--- src/rtl/alu_arb_pkg.sv ---
// Shared types and default parameters for the two-requester ALU arbiter.
package alu_arb_pkg;

  localparam int DATA_W  = 8;
  localparam int OP_W    = 3;
  localparam int ALU_LAT = 2;

  // Latency counter width, large enough for the full 1..15 latency range.
  localparam int CNT_W = 4;

  typedef enum logic [1:0] {
    IDLE  = 2'd0,
    ISSUE = 2'd1,
    WAIT  = 2'd2,
    RESP  = 2'd3
  } arb_state_t;

  function automatic logic [1:0] idx_to_onehot(input logic idx);
    return idx ? 2'b10 : 2'b01;
  endfunction

endpackage

--- src/rtl/rr_arb2.sv ---
// Two-way round-robin pick: a lone requester wins, a tie goes to the
// requester that was not granted last.
module rr_arb2 (
  input  logic [1:0] req,
  input  logic       last,
  output logic [1:0] win
);

  always_comb begin
    win = 2'b00;
    case (req)
      2'b01:   win = 2'b01;
      2'b10:   win = 2'b10;
      2'b11:   win = last ? 2'b01 : 2'b10;
      default: win = 2'b00;
    endcase
  end

endmodule

--- src/rtl/alu_arbiter.sv ---
// Shares one multi-cycle ALU between two requesters: grant, issue, wait out
// the ALU latency, then strobe the result back to the owner.
module alu_arbiter #(
  parameter int DATA_W  = alu_arb_pkg::DATA_W,
  parameter int OP_W    = alu_arb_pkg::OP_W,
  parameter int ALU_LAT = alu_arb_pkg::ALU_LAT
) (
  input  logic                clk,
  input  logic                rst_n,
  input  logic [1:0]          req,
  input  logic [2*DATA_W-1:0] a_in,
  input  logic [2*DATA_W-1:0] b_in,
  input  logic [2*OP_W-1:0]   op_in,
  output logic [1:0]          gnt,
  output logic [1:0]          rsp_valid,
  output logic [2*DATA_W-1:0] rsp_data,
  output logic                busy,
  output logic                alu_start,
  output logic [DATA_W-1:0]   alu_a,
  output logic [DATA_W-1:0]   alu_b,
  output logic [OP_W-1:0]     alu_opcode,
  input  logic [2*DATA_W-1:0] alu_out
);

  import alu_arb_pkg::*;

  arb_state_t       state;
  logic [CNT_W-1:0] cnt;
  logic             last_gnt;
  logic             owner;
  logic [1:0]       win;

  rr_arb2 u_rr_arb2 (
    .req  (req),
    .last (last_gnt),
    .win  (win)
  );

  // Grant is combinational in IDLE and forced low while reset is held.
  assign gnt = (rst_n && (state == IDLE)) ? win : 2'b00;

  always_ff @(posedge clk or negedge rst_n) begin
    if (!rst_n) begin
      state      <= IDLE;
      cnt        <= '0;
      last_gnt   <= 1'b1;
      owner      <= 1'b0;
      busy       <= 1'b0;
      alu_start  <= 1'b0;
      alu_a      <= '0;
      alu_b      <= '0;
      alu_opcode <= '0;
      rsp_valid  <= 2'b00;
      rsp_data   <= '0;
    end else begin
      alu_start <= 1'b0;
      rsp_valid <= 2'b00;
      unique case (state)
        IDLE: begin
          if (req != 2'b00) begin
            owner      <= win[1];
            last_gnt   <= win[1];
            alu_a      <= win[1] ? a_in[2*DATA_W-1:DATA_W] : a_in[DATA_W-1:0];
            alu_b      <= win[1] ? b_in[2*DATA_W-1:DATA_W] : b_in[DATA_W-1:0];
            alu_opcode <= win[1] ? op_in[2*OP_W-1:OP_W]    : op_in[OP_W-1:0];
            alu_start  <= 1'b1;
            busy       <= 1'b1;
            state      <= ISSUE;
          end
        end
        ISSUE: begin
          cnt   <= CNT_W'(ALU_LAT - 1);
          state <= WAIT;
        end
        // The ALU result is valid in the cycle where the count reaches zero.
        WAIT: begin
          if (cnt == '0) begin
            rsp_data  <= alu_out;
            rsp_valid <= idx_to_onehot(owner);
            state     <= RESP;
          end else begin
            cnt <= cnt - 1'b1;
          end
        end
        RESP: begin
          busy  <= 1'b0;
          state <= IDLE;
        end
        default: state <= IDLE;
      endcase
    end
  end

endmodule

--- config.mk ---
export PLATFORM = sky130hd
export DESIGN_NAME = alu_arbiter
export DESIGN_NICKNAME = d
export VERILOG_FILES = /design/src/rtl/alu_arb_pkg.sv /design/src/rtl/rr_arb2.sv /design/src/rtl/alu_arbiter.sv
export SDC_FILE = /design/constraint.sdc
export NUM_CORES = 1
export LEC_CHECK = 0
export CAP_MARGIN = 10
export CORE_UTILIZATION = 40
export DETAILED_ROUTE_END_ITERATION = 7
export GPL_TIMING_DRIVEN = 1
export PLACE_DENSITY = 0.79
export SKIP_CTS_REPAIR_TIMING = 1
export SYNTH_ARGS = -nofsm -noshare
export SYNTH_HDL_FRONTEND = slang
export SYNTH_SLANG_ARGS = --single-unit
--- constraint.sdc ---
create_clock -name clk -period 4.3 [get_ports clk]
set_clock_uncertainty 0.05 [all_clocks]
set_input_delay 0.645 -clock clk [delete_from_list [all_inputs] [get_ports clk]]
set_output_delay 0.645 -clock clk [all_outputs]
set_load 0.01 [all_outputs]
==> metrics.md <==
| Metric | Value |
|---|---|
| Status | complete, no violations |
| Slew headroom | 52.20% |
| Via/cell ratio | 5.540 |
| Sequential share of power | 35.1% |
| Hold Path Class | in2async |
| RSZ-0062 raised after global routing | no |
| DR iter-0 viols | 167 |
| Largest net degree at the start of global routing | 41 |
| Yosys warning count | 0 |
| MaxCap Viol Count | 0 |
| Ys async rst share | 100.0% |
| Post-synthesis cell type with the largest combined area | dfrtp_1 |
| Power Density | 660.8 nW/um^2 |
| Num CTS Buffers | 5 |
| Htree depth | 2 |
| Top-Level Pins | 99 |
| Actual slew at the worst max-slew pin | 717.0 ps |
| Post-layout util | 59.89% |
| Die area | 6390 um^2 |
| Worst Setup End Kind | primary output |
| Post-Synthesis Cells | 223 |
| Synth Register Bits | 47 |
| Peak supply drop | 0.3480 mV |
| DP Wirelength | 4335 um |
| Critical path data arrival time | 2530 ps |
| Layout cell share with drive strength beyond 1 | 12.34% |
| Achievable Freq | 310.3 MHz |
| Leak | 1.367 nW |
| Post-route ant nets | 0 |
| Startpoint Class | register |
| Synth area leaders | dfrtp_1, a211oi_1, o22ai_1 |
| Final period util | 74.94% |
| Slew Limit Fails | 0 |
| Clock power frac | 11.4% |
| Syn Std Cell Area | 2430 um^2 |
| Clk Latency, worst-skew pair | 300 ps |
| Post-synth top area share | 47.37% |
| Fill count | 500 |
| DR pass1 iterations | 4 |
| Hold Violations, Final | 0 |
| Largest fanout on the critical path | 21 |
| # setup viols final | 0 |
| Gate power share | 53.5% |
| # clock sinks | 47 |
| Syn_nets | 287 |
| Crit path kind | reg2out |
| Core ar. | 5886 um^2 |
| Sw power | 0.8420 mW |
| Root buf cell | clkbuf_8 |
| DR DRC count | 0 |
| Cell Rows | 28 |
| Routability cong. | 0.7219 |
| Seq/Total Area, Yosys | 48.46% |
| GRT Resource Usage Total | 19.73% |
| P_int | 1.487 mW |
| Commonest non-fill, non-tap cell in the layout | clkdlybuf4s50_1 |
| Drt wl/cell | 15.75 um |
| Routed Wire Length | 6160 um |
| Distinct cells, synth | 35 |
| Vias in the first global route | 1,993 |
| Number of port buffers | 98 |
| GRT overflow | 0 |
| Min Clock Period, post-route | 3222 ps |
| Switching Share | 36.15% |
| Initial Util | 41.28% |
| Syn Area/Cell | 10.90 um^2 |
| DR vias | 2,166 |
| Most frequent cells in the layout | clkdlybuf4s50_1, dfrtp_1, o22ai_1 |
| Setup_tns | 0 ps |
| CTS tree | done |
| First-pass GRT wire length | 9646 um |
| CTS Buffer Depth | 2 |
| Main synth FF type | dfrtp_1 |
| Antenna cells | 0 |
| EDFF count, synth | 0 |
| Final nets | 379 |
| Die X | 79.94 um |
| WP data required | 3610 ps |
| Initial antenna violation count | 0 |
| Worst-path clk slew | 90 ps |
| Die Ht | 79.94 um |
| Synth-to-layout area growth | 45.06% |
-- routing by layer --
| metal | up-vias | global-route usage (%) | part of all wire (%) |
|---|---|---|---|
| met4 | 0 | 5.536 | 0.94 |
| met3 | 5 | 4.914 | 7.7 |
| met2 | 82 | 30.68 | 47 |
| met5 | - | 0 | 0 |
| li1 | 1026 | - | - |
| met1 | 1053 | 27.20 | 44 |
-- power by group through the flow --
stage | clock network (mW) | registers, mW | logic (mW)
2_1_floorplan | 0 | 0.887 | 0.631
5_1_grt | 0.299 | 0.846 | 1.36
3_3_place_gp | 0 | 0.814 | 1.21
3_5_place_dp | 0 | 0.823 | 1.25
6_report | 0.266 | 0.817 | 1.25
4_1_cts | 0.277 | 0.815 | 1.26
-- path summary, 6_finish.rpt --
path	start	endpoint	slack, ps	depth (start not counted)
max	state[0]$_DFFE_PN0P_	gnt[1]	1080	5
min	rst_n	alu_a[6]$_DFFE_PN0P_	160	1
max reg2reg	state[0]$_DFFE_PN0P_	alu_opcode[1]$_DFFE_PN0P_	1850	6
min reg2reg	owner$_DFFE_PN0P_	rsp_valid[0]$_DFF_PN0_	400	1
max in group asynchronous	rst_n	rsp_data[0]$_DFFE_PN0P_	3270	2
min in group clk	owner$_DFFE_PN0P_	rsp_valid[0]$_DFF_PN0_	400	1
-- metrics by stage --
step	power (mW)	hold slack, ps	instance area [um^2]	instances	setup WS (ps)
2_1_floorplan	1.518	299.4	2430	223	2262
3_3_place_gp	2.023	390.1	3436	383	1182
3_5_place_dp	2.073	391.9	3436	383	1158
4_1_cts	2.351	157.7	3525	391	1089
5_1_grt	2.502	166.5	3525	391	873.7
6_report	2.329	163.8	3525	391	1078
-- sequential cells by signal, indices dropped and copies added (netlist names), 2 cells and up --
name        count
rsp_data       16
alu_a           8
alu_b           8
cnt             4
alu_opcode      3
rsp_valid       2
state           2
-- cells by family (layout without fill, tap and decap cells) --
kind of cell / count (synthesis) / count (layout) / synth area share (%)
buffers and inverters: 25 / 118 / 5.407
AOI/OAI and AO/OA: 66 / 66 / 17.61
and+or+nand+nor: 60 / 60 / 15.45
adders and majority gates: 6 / 6 / 3.090
muxes: 19 / 19 / 9.990
DFF: 47 / 47 / 48.46
-- critical path, stage by stage, from the launching register on --
cell             delay (ps)
dfrtp_1                 420
inv_1                   100
ha_1                    620
nand2_1                 150
nor3b_1                 330
clkdlybuf4s50_1         600
-- cells in the mapped netlist, types with 2 or more instances --
master and count:
nand3_1 2, nor3b_2 2, ha_1 6, buf_4 2
o21ai_0 20, nor3b_1 2, inv_1 6, nor3_1 19
and2_1 2, mux2_4 8, nand3b_1 16, dfrtp_1 46
nand2_1 10, a211oi_1 19, buf_2 5, o22ai_1 22
clkbuf_1 10, mux2_2 9
-- cell type report --
type                    count  area [um^2]  area share, %
clock buffers               5        68.82          1.952
clock inverters             3        20.02         0.5680
inverters                   6        22.52         0.6390
multi-input cells         151         1121          31.81
flip-flops and latches     47         1177          33.40
well taps                  75        93.84          2.662
repair buffers            104         1021          28.97
(Power assumes the default switching activity.)
